File: src/rtl/axi_llc_way_arbiter.sv
// Locking round-robin arbiter sharing one data way port between LLC units.
// A routing FIFO of requester indices steers in-order read responses back to their issuer.
package axi_llc_pkg;
  localparam int unsigned DataMacroLatency = 1;

  typedef struct packed {
    logic        we;
    logic [7:0]  addr;
    logic [31:0] data;
  } way_inp_t;

  typedef logic [31:0] way_oup_t;
endpackage

module axi_llc_way_arbiter #(
  parameter int unsigned NumReq     = 4,
  parameter int unsigned RouteDepth = axi_llc_pkg::DataMacroLatency + 2,
  parameter type         way_inp_t  = axi_llc_pkg::way_inp_t,
  parameter type         way_oup_t  = axi_llc_pkg::way_oup_t
) (
  input  logic              clk_i,
  input  logic              rst_ni,
  input  logic              test_i,
  input  way_inp_t          req_i [NumReq],
  input  logic [NumReq-1:0] req_valid_i,
  output logic [NumReq-1:0] req_ready_o,
  output way_inp_t          way_inp_o,
  output logic              way_inp_valid_o,
  input  logic              way_inp_ready_i,
  input  way_oup_t          way_out_i,
  input  logic              way_out_valid_i,
  output logic              way_out_ready_o,
  output way_oup_t          rsp_o,
  output logic [NumReq-1:0] rsp_valid_o,
  input  logic [NumReq-1:0] rsp_ready_i
);

  localparam int unsigned IdxW = (NumReq > 1) ? $clog2(NumReq) : 1;
  localparam int unsigned PtrW = (RouteDepth > 1) ? $clog2(RouteDepth) : 1;
  localparam int unsigned CntW = $clog2(RouteDepth + 1);

  typedef logic [IdxW-1:0] idx_t;

  idx_t              rr_q, lock_idx_q, arb_idx, grant, head, cand_idx;
  logic              lock_q, arb_found, handshake, push, pop;
  logic              fifo_full, fifo_empty;
  logic [NumReq-1:0] eligible;
  int unsigned       cand;

  idx_t              route_mem [RouteDepth];
  logic [PtrW-1:0]   wr_ptr_q, rd_ptr_q;
  logic [CntW-1:0]   count_q;

  // Testmode only matters for the clock-gated FIFO flavour; this one is plain flops.
  logic unused_test;
  assign unused_test = test_i;

  for (genvar gi = 0; gi < NumReq; gi++) begin : g_unit
    assign eligible[gi]    = req_valid_i[gi] & (req_i[gi].we | ~fifo_full);
    assign req_ready_o[gi] = handshake & (grant == idx_t'(gi));
    assign rsp_valid_o[gi] = way_out_valid_i & ~fifo_empty & (head == idx_t'(gi));
  end

  // First eligible unit at or after rr_q, wrapping explicitly for any NumReq.
  always_comb begin
    arb_idx   = '0;
    arb_found = 1'b0;
    cand      = 0;
    cand_idx  = '0;
    for (int unsigned k = 0; k < NumReq; k++) begin
      cand = 32'(rr_q) + k;
      if (cand >= NumReq) cand = cand - NumReq;
      cand_idx = idx_t'(cand);
      if (!arb_found && eligible[cand_idx]) begin
        arb_found = 1'b1;
        arb_idx   = cand_idx;
      end
    end
  end

  assign grant           = lock_q ? lock_idx_q : arb_idx;
  assign way_inp_o       = req_i[grant];
  assign way_inp_valid_o = lock_q | (|eligible);
  assign handshake       = way_inp_valid_o & way_inp_ready_i;

  always_ff @(posedge clk_i) begin
    if (!rst_ni) begin
      rr_q       <= '0;
      lock_q     <= 1'b0;
      lock_idx_q <= '0;
    end else if (handshake) begin
      rr_q   <= (grant == idx_t'(NumReq - 1)) ? '0 : idx_t'(grant + idx_t'(1));
      lock_q <= 1'b0;
    end else if (way_inp_valid_o) begin
      lock_q     <= 1'b1;
      lock_idx_q <= grant;
    end
  end

  // Full is judged before any same-cycle pop, so a read never pushes into a full FIFO.
  assign fifo_full  = (count_q == CntW'(RouteDepth));
  assign fifo_empty = (count_q == '0);
  assign push       = handshake & ~way_inp_o.we & ~fifo_full;
  assign head       = route_mem[rd_ptr_q];

  assign rsp_o           = way_out_i;
  assign way_out_ready_o = rsp_ready_i[head] & ~fifo_empty;
  assign pop             = way_out_valid_i & way_out_ready_o;

  always_ff @(posedge clk_i) begin
    if (push) route_mem[wr_ptr_q] <= grant;
  end

  always_ff @(posedge clk_i) begin
    if (!rst_ni) begin
      wr_ptr_q <= '0;
      rd_ptr_q <= '0;
      count_q  <= '0;
    end else begin
      if (push) wr_ptr_q <= (wr_ptr_q == PtrW'(RouteDepth - 1)) ? '0 : wr_ptr_q + 1'b1;
      if (pop)  rd_ptr_q <= (rd_ptr_q == PtrW'(RouteDepth - 1)) ? '0 : rd_ptr_q + 1'b1;
      case ({push, pop})
        2'b10:   count_q <= count_q + 1'b1;
        2'b01:   count_q <= count_q - 1'b1;
        default: count_q <= count_q;
      endcase
    end
  end

`ifndef SYNTHESIS
  a_way_stable: assert property (@(posedge clk_i) disable iff (!rst_ni)
    (way_inp_valid_o && !way_inp_ready_i) |=> (way_inp_valid_o && $stable(way_inp_o)));
  a_lock_held: assert property (@(posedge clk_i) disable iff (!rst_ni)
    lock_q |-> req_valid_i[lock_idx_q]);
  a_rsp_routed: assert property (@(posedge clk_i) disable iff (!rst_ni)
    way_out_valid_i |-> !fifo_empty);
`endif

endmodule

File: config.mk
export PLATFORM = sky130hd
export DESIGN_NAME = axi_llc_way_arbiter
export DESIGN_NICKNAME = d
export VERILOG_FILES = /design/src/rtl/axi_llc_way_arbiter.sv
export SDC_FILE = /design/constraint.sdc
export NUM_CORES = 1
export LEC_CHECK = 0
export BUFFER_PORTS_ARGS = -buffer_cell sky130_fd_sc_hd__buf_2
export CAP_MARGIN = 5
export CORE_AREA = 2 2 114 116
export DETAILED_ROUTE_END_ITERATION = 6
export DIE_AREA = 0 0 116 118
export RECOVER_POWER = 100
export SETUP_SLACK_MARGIN = 0.02
export SLEW_MARGIN = 20
export SYNTH_ARGS = -nofsm -noshare
export SYNTH_HDL_FRONTEND = slang
export SYNTH_SLANG_ARGS = --single-unit
File: constraint.sdc
create_clock -name clk_i -period 3.1 [get_ports clk_i]
set_input_delay 0.155 -clock clk_i [delete_from_list [all_inputs] [get_ports clk_i]]
set_output_delay 0.155 -clock clk_i [all_outputs]
set_load 0.02 [all_outputs]
==> results by group, run 1 <==
Run status
  • Status: complete, no violations

Clock network
  • CTS tree: yes
  • CTS clk-pin slew, worst paths: around 0.06 ns
  • Clock Path Buffers: 2
  • CTS hold repair buffers: 0
  • CTS Buf Count: 3
  • Clk_lat worst skew: about 0.25 ns
  • Max H-tree Level: 1
  • PostCTS Resize Cnt: 0
  • Root Buffer: clkbuf_16
  • CTS Sinks: 19
  • Total setup buffers inserted after CTS: 0

Placement
  • # port buffers: ~230
  • DP Area: 0.00350 mm^2
  • Dpl ws: about 0.33 ns
  • Routability congestion estimate: 0.952
  • DP Wirelength: 9280 um

STA
  • Fin worst setup slack: 0.204 ns
  • # setup viols final: 0
  • Max Clk Rate: 0.345 GHz
  • Final Hold Vio Count: 0
  • Final slew viol count: 0
  • Setup_tns: 0 ns
  • Slew headroom: 0.666
  • Fin crit period: 2.90 ns
  • Crit share post-route: 0.934
  • Clk_skew: approximately 0.0046 ns
  • Worst-Margin Slew: 0.495 ns
  • Unrepaired setup endpoints after global routing: false

Die
  • CORE AREA: between 0.01 and 0.015 mm^2
  • Top Ports: 292
  • Die Y: roughly 120 um
  • # rows: about 40
  • Starting Density: 0.195
  • Area of the die: 0.0137 mm^2
  • Die W: 116 um

Pwr
  • Pwr dens: 485 mW/mm^2
  • Worst IR drop on VDD: 0.198 mV
  • Leakage power: 1.65 nW
  • Power, Total: 1.74 mW

Setup path
  • Crit-path slowest cell: mux4_2
  • CP max FO: 41
  • Critical path, cell by cell: and3b_1 > o211ai_2 > a32oi_2 > o21a_4 > buf_16 > mux4_2 > clkbuf_2
  • FF-to-FF path depth: 11
  • Setup CP Type: register to output pin
  • Crit-path max cell delay: approximately 0.6 ns
  • Crit path capture type: output pin
  • CP arrival: 2.74 ns
  • CP delay by family, top: compound AO/OA/AOI/OAI gates
  • Buf/Inv on CP: 2
  • CP startpoint kind: register
  • Stages on worst setup path: 7
  • WP data required: 2.94 ns

Synth
  • Mean Syn Cell Area: ~11 um^2
  • Synth warnings: 0
  • Synthesized area: 0.00242 mm^2
  • Main synth FF type: dfxtp_1
  • Number of flops mapped to enable cells by yosys: 6
  • Synth cell types: 44
  • Seq/Total Area, Yosys: 0.182
  • Asr flop ratio synth: 0
  • Post-Syn Nets: 428
  • Flops & latches, synth: 19
  • Syn Inst Count: 214

Global routing
  • GRT Total Usage: 0.147
  • Overflow left after global routing: 0
  • Initial antenna violation count: 2
  • Number of global-route vias before repair: approximately 2700
  • First-pass GRT wire length: 15400 um
  • Largest net degree at the start of global routing: 48

Finish
  • Synthesis-to-layout area growth: 47.5%
  • Area occupied by multi-input gates: 0.00163 mm^2
  • Commonest non-fill, non-tap cells in the layout: 178 x buf_2, 41 x mux4_2, 32 x clkbuf_2
  • Ant diodes: 0
  • Commonest non-fill, non-tap cell in the layout: buf_2
  • Share of layout cells above drive strength 1: 0.654
  • Register Area: 440 um^2
  • Filler cells: 1331
  • Final instance area: approximately 0.0036 mm^2
  • Final #Nets: 620

Detailed routing
  • DR vias/cell: about 4.6
  • DR vias: 2639
  • Detailed-route DRC error count: 0
  • Antenna Nets Post-Route: 0
  • DR iter-0 viols: 109
  • WL per Instance: 18.2 um
  • Router iterations before antenna repair: 4
  • Total routed wirelength: between 10000 and 15000 um

Min path
  • Hold depth: 2
  • Worst min-delay path class: input pin to register

Run
  • Max Cap Viol: 0
==> final cells by class <==
class                   count  share of cell area
clock buffers               3              0.0210
repair buffers            231               0.329
flip-flops and latches     19               0.123
clock inverters             1             0.00210
multi-input cells         142               0.455
well taps                 172              0.0602
inverters                   9             0.00945
==> worst register-to-register path, stage by stage, from the launching register on <==
cell and delay, ns:
dfxtp_1 0.48, nand3b_1 0.19, and2_0 0.20, o41ai_1 0.37, a21oi_2 0.09, inv_1 0.13
o2111ai_1 0.11, nand2_1 0.14, inv_2 0.08, ha_1 0.33, or3_1 0.38, a21boi_0 0.16
==> cells by family after synthesis <==
logic type / after synthesis / share of synthesized area
buffers and inverters: 53 / 0.154
flip-flops: 19 / 0.182
AND/OR/NAND/NOR: 49 / 0.108
adder cells (fa/ha/maj): 5 / 0.0258
multiplexers: 47 / 0.406
XOR/XNOR: 2 / 0.00723
AO/OA/AOI/OAI: 39 / 0.118
==> layer usage <==
metal  global-route usage  vias up  wire length (um)
li1                     -     1195                 -
met1                0.157     1251              3550
met2                0.255      171              5230
met3               0.0834       20              1580
met4               0.0216        2                95
met5                    0        -                 9
==> report_power, final <==
| part | internal [mW] | switching [mW] | total (mW) | leakage [nW] |
|---|---|---|---|---|
| clock network | 0.174 | 0.0947 | 0.269 | 0.0371 |
| registers | 0.297 | 0.0371 | 0.334 | 0.162 |
| logic | 0.516 | 0.617 | 1.13 | 1.46 |
==> worst paths after layout <==
| kind | startpoint | endpoint | slack (ns) |
|---|---|---|---|
| worst min-delay path | rst_ni | lock_idx_q[0]$_SDFFE_PN0P_ | 0.25 |
| worst min register to register | rd_ptr_q[0]$_SDFFE_PN0P_ | rd_ptr_q[0]$_SDFFE_PN0P_ | 0.50 |
| worst max register to register | count_q[1]$_SDFFE_PN0P_ | count_q[1]$_SDFFE_PN0P_ | 0.37 |
| worst max-delay path | count_q[1]$_SDFFE_PN0P_ | way_inp_o[34] | 0.20 |
==> Yosys cell counts, types with 2 or more instances <==
cell type,n,area share
a21boi_0,4,0.012
a22oi_1,4,0.012
and2_1,4,0.010
and3_1,4,0.010
and3b_1,2,0.0072
buf_2,4,0.0083
buf_4,33,0.10
buf_6,3,0.014
buf_8,2,0.012
clkbuf_1,2,0.0031
dfxtp_1,13,0.11
edfxtp_1,6,0.074
ha_1,5,0.026
inv_1,7,0.011
inv_2,2,0.0031
mux2i_1,6,0.025
mux4_2,41,0.38
nand2_1,13,0.020
nor2_1,7,0.011
nor2b_1,5,0.013
nor3_1,5,0.010
nor3b_1,2,0.0062
o2111ai_1,2,0.0072
o211ai_1,4,0.012
o21a_1,5,0.015
o21ai_0,8,0.017
or3_1,3,0.0077
xnor2_1,2,0.0072
==> per-stage QoR <==
step | instances | util | hold WS (ns)
floorplan | 214 | - | 0.305
global placement | 573 | 0.282 | 0.310
detailed placement | 573 | 0.282 | 0.310
CTS | 577 | 0.289 | 0.249
global route | 577 | 0.288 | 0.273
finish | 577 | 0.288 | 0.245
Power figures use the tool's default switching activity.
==> inputs of run 2 (changes only) <==
--- a/config.mk
+++ b/config.mk
@@ -5,6 +5,7 @@
 export SDC_FILE = /design/constraint.sdc
 export NUM_CORES = 1
 export LEC_CHECK = 0
+export ABC_AREA = 1
 export BUFFER_PORTS_ARGS = -buffer_cell sky130_fd_sc_hd__buf_2
 export CAP_MARGIN = 5
 export CORE_AREA = 2 2 114 116
==> constraint.sdc (replaced) <==
create_clock -name clk_i -period 3.1 [get_ports clk_i]
set_input_delay 0.31 -clock clk_i [delete_from_list [all_inputs] [get_ports clk_i]]
set_output_delay 0.31 -clock clk_i [all_outputs]
set_load 0.02 [all_outputs]
==> results by group, run 2 <==
Synth
  • Post-synth top area cell: o21ai_0 (was mux4_2)
  • Post-Syn Nets: 666 (was 428)
  • Top-count cell post-synth: nor2_1 (was mux4_2)
  • Synth cell types: 35 (was 44)
  • Commonest cells in the netlist: 92 x nor2_1, 70 x o21ai_0, 40 x o22ai_1 (was 41 x mux4_2, 33 x buf_4, 13 x dfxtp_1, 13 x nand2_1, 8 x o21ai_0)
  • Post-synth top area share: 0.132 (was 0.381)
  • Syn Inst Count: 452 (was 214)
  • Mean Syn Cell Area: 5.88 um^2 (was 11.3 um^2)
  • Seq/Total Area, Yosys: 0.166 (was 0.182)
  • Flops & latches, synth: 19 (unchanged)
  • Number of flops mapped to enable cells by yosys: 6 (unchanged)
  • Synthesized area: 0.00266 mm^2 (was 0.00242 mm^2)
  • Synth area leaders: o21ai_0 13%, nor2_1 13%, dfxtp_1 9.8%, o22ai_1 9.4%, buf_4 9.3% (was mux4_2 38%, dfxtp_1 11%, buf_4 10%, edfxtp_1 7.4%, ha_1 2.6%)
  • Asr flop ratio synth: 0 (unchanged)
  • Main synth FF type: dfxtp_1 (unchanged)
  • Synth warnings: 0 (unchanged)

Clock network
  • Root Buffer: clkbuf_16 (unchanged)
  • CTS tree: yes (unchanged)
  • Clock Path Buffers: 2 (unchanged)
  • Clk_lat worst skew: 0.25 ns (about the same)
  • CTS clk-pin slew, worst paths: 0.05 ns (was 0.06 ns)
  • CTS hold repair buffers: 0 (unchanged)
  • Max H-tree Level: 1 (unchanged)
  • CTS Sinks: 19 (unchanged)
  • CTS Buf Count: 3 (unchanged)
  • Total setup buffers inserted after CTS: 0 (unchanged)

Setup path
  • Critical path, cell by cell: nand3_1 > nand3_1 > nand3_1 > nand2_1 > nand3_1 > nand3_1 > nand3_2 > nand2_4 > buf_6 > o21ai_0 > o22ai_1 > buf_2 (was and3b_1 > o211ai_2 > a32oi_2 > o21a_4 > buf_16 > mux4_2 > clkbuf_2)
  • Buf/Inv on CP: 2 (unchanged)
  • CP startpoint kind: register (unchanged)
  • Crit path capture type: output pin (unchanged)
  • CP arrival: 2.54 ns (was 2.74 ns)
  • WP data required: 2.79 ns (was 2.94 ns)
  • Crit-path max cell delay: 0.38 ns (was 0.60 ns)
  • Crit-path slowest cell: dfxtp_2 (was mux4_2)
  • Setup CP Type: register to output pin (unchanged)
  • CP delay by family, top: simple AND/OR/NAND/NOR gates (was compound AO/OA/AOI/OAI gates)
  • Most used cell along the critical path: nand3_1
  • CP max FO: 41 (unchanged)

Global routing
  • GRT Total Usage: 0.149 (was 0.147)
  • Number of global-route vias before repair: 3349 (was 2704)
  • Overflow left after global routing: 0 (unchanged)
  • First-pass GRT wire length: 16600 um (was 15400 um)
  • Largest net degree at the start of global routing: 46 (was 48)
  • Initial antenna violation count: 1 (was 2)

Finish
  • Share of layout cells above drive strength 1: 0.382 (was 0.654)
  • Final #Nets: 849 (was 620)
  • Commonest non-fill, non-tap cells in the layout: 182 x buf_2, 92 x nor2_1, 72 x o21ai_0 (was 178 x buf_2, 41 x mux4_2, 32 x clkbuf_2)
  • Commonest non-fill, non-tap cell in the layout: buf_2 (unchanged)
  • Synthesis-to-layout area growth: 44.1% (was 47.5%)

Placement
  • DP Wirelength: 8600 um (was 9280 um)
  • # port buffers: 226 (unchanged)
  • Routability congestion estimate: 0.836 (was 0.952)

Die
  • Top Ports: 292 (unchanged)
  • CORE AREA: 0.0124 mm^2 (unchanged)
  • Die W: 116 um (unchanged)
  • # rows: 41 (unchanged)
  • Area of the die: 0.0137 mm^2 (unchanged)
  • Die Y: 118 um (unchanged)
  • Starting Density: 0.214 (was 0.195)

STA
  • Crit share post-route: 0.919 (was 0.934)
  • Slew headroom: 0.671 (was 0.666)
  • Fin crit period: 2.85 ns (was 2.90 ns)
  • Clk_skew: 0.00243 ns (was 0.00460 ns)
  • Final Hold Vio Count: 0 (unchanged)
  • Worst-Margin Slew: 0.489 ns (was 0.495 ns)
  • Max Clk Rate: 0.351 GHz (was 0.345 GHz)
  • # setup viols final: 0 (unchanged)
  • Unrepaired setup endpoints after global routing: false (unchanged)
  • Final slew viol count: 0 (unchanged)
  • Setup_tns: 0 ns (unchanged)
  • Hold Slack: 0.336 ns (was 0.245 ns)

Detailed routing
  • Total routed wirelength: 10600 um (was 10500 um)
  • Met3 wire len: 941 um (was 1580 um)
  • DR top layer: met4 (was met5)
  • Met2 wire len: 5130 um (was 5230 um)
  • M1 WL: 4470 um (was 3550 um)
  • DR vias: 3643 (was 2639)
  • Antenna Nets Post-Route: 0 (unchanged)
  • Router iterations before antenna repair: 5 (was 4)
  • WL per Instance: 13.2 um (was 18.2 um)
  • Detailed-route DRC error count: 0 (unchanged)
  • DR iter-0 viols: 163 (was 109)
  • DR vias/cell: 4.51 (was 4.57)

Run
  • Max Cap Viol: 0 (unchanged)

Pwr
  • Worst IR drop on VDD: 0.332 mV (was 0.198 mV)
  • Pwr dens: 798 mW/mm^2 (was 485 mW/mm^2)
  • Leakage power: 1.90 nW (was 1.65 nW)

Min path
  • Worst min-delay path class: input pin to register (unchanged)

Run status
  • Status: complete, no violations (unchanged)
==> run 2: cell count changes after synthesis, moves of 6 or more <==
cell	delta
o21ai_1	+18
mux2i_1	-6
nand2_1	+18
inv_1	+27
nand3_1	+37
o22ai_1	+40
buf_2	+7
clkbuf_1	+10
mux4_2	-41
nor2_1	+85
nand2_2	+6
o21ai_0	+62
a21oi_1	+8
==> run 2: cells by family after synthesis <==
group / Yosys count / synth area share
simple gates: 184 / 0.308
compound gates: 144 / 0.298
buf+inv: 98 / 0.195
flops: 19 / 0.166
fa+ha+maj: 5 / 0.0236
xor+xnor: 2 / 0.00942
==> run 2: path summary, 6_finish.rpt <==
kind / cells after the start / slack [ns] / startpoint / endpoint
worst max-delay path: 12 / 0.25 / count_q[1]$_SDFFE_PN0P_ / way_inp_o[24]
worst min-delay path: 3 / 0.34 / rst_ni / count_q[1]$_SDFFE_PN0P_
worst max register to register: 17 / 0.44 / count_q[1]$_SDFFE_PN0P_ / count_q[1]$_SDFFE_PN0P_
worst min register to register: 2 / 0.48 / wr_ptr_q[0]$_SDFFE_PN0P_ / wr_ptr_q[0]$_SDFFE_PN0P_
==> run 2: timing repair <==
item	4_1_cts	5_1_grt
endpoints found under the setup margin	0	46
gates resized for setup	0	9
endpoints found under the hold margin	0	0
==> run 2: per-stage QoR <==
step | util | std cells | worst slack, ns | instance area [um^2] | power [mW]
floorplan | - | 452 | 0.678 | 2660 | 2.06
CTS | 0.309 | 806 | 0.0452 | 3840 | 3.12
global route | 0.308 | 806 | 0.0223 | 3820 | 3.34
global placement | 0.303 | 802 | 0.294 | 3760 | 2.85
finish | 0.308 | 807 | 0.252 | 3830 | 3.06
detailed placement | 0.303 | 802 | 0.290 | 3760 | 2.84
==> run 2: where the power goes <==
part,switching [mW],internal [mW],total (mW)
combinational,1.63,0.804,2.44
sequential,0.0370,0.315,0.352
clock,0.0929,0.173,0.266
total,1.76,1.29,3.06
==> run 2: worst reg2reg max path, stage by stage, from the launching register on <==
cell and delay, ns:
dfxtp_2 0.38, nand3_1 0.15, nand3_1 0.16, nand3_1 0.09, nand2_1 0.15, nand2_2 0.08, nor2_4 0.09, nand3_1 0.10
nand2_1 0.08, nand2_1 0.08, nand2_4 0.14, buf_4 0.20, nand2_1 0.06, nand3_1 0.09, ha_1 0.26, nor3b_1 0.26
o21ai_0 0.11, a21oi_1 0.11
==> run 2: final cells by class <==
cell class              instances  area [um^2]
fillers                      1462         8590
well taps                     172          215
repair buffers                238         1240
inverters                      38          144
clock buffers                   3         75.1
flip-flops and latches         19          444
clock inverters                 1         5.00
multi-input cells             335         1710
diodes                          1         2.50
==> run 2: routing by layer <==
layer,GRT usage,vias up
met5,0,-
met4,0.0275,0
met3,0.0371,7
met2,0.259,162
met1,0.186,1594
li1,-,1880
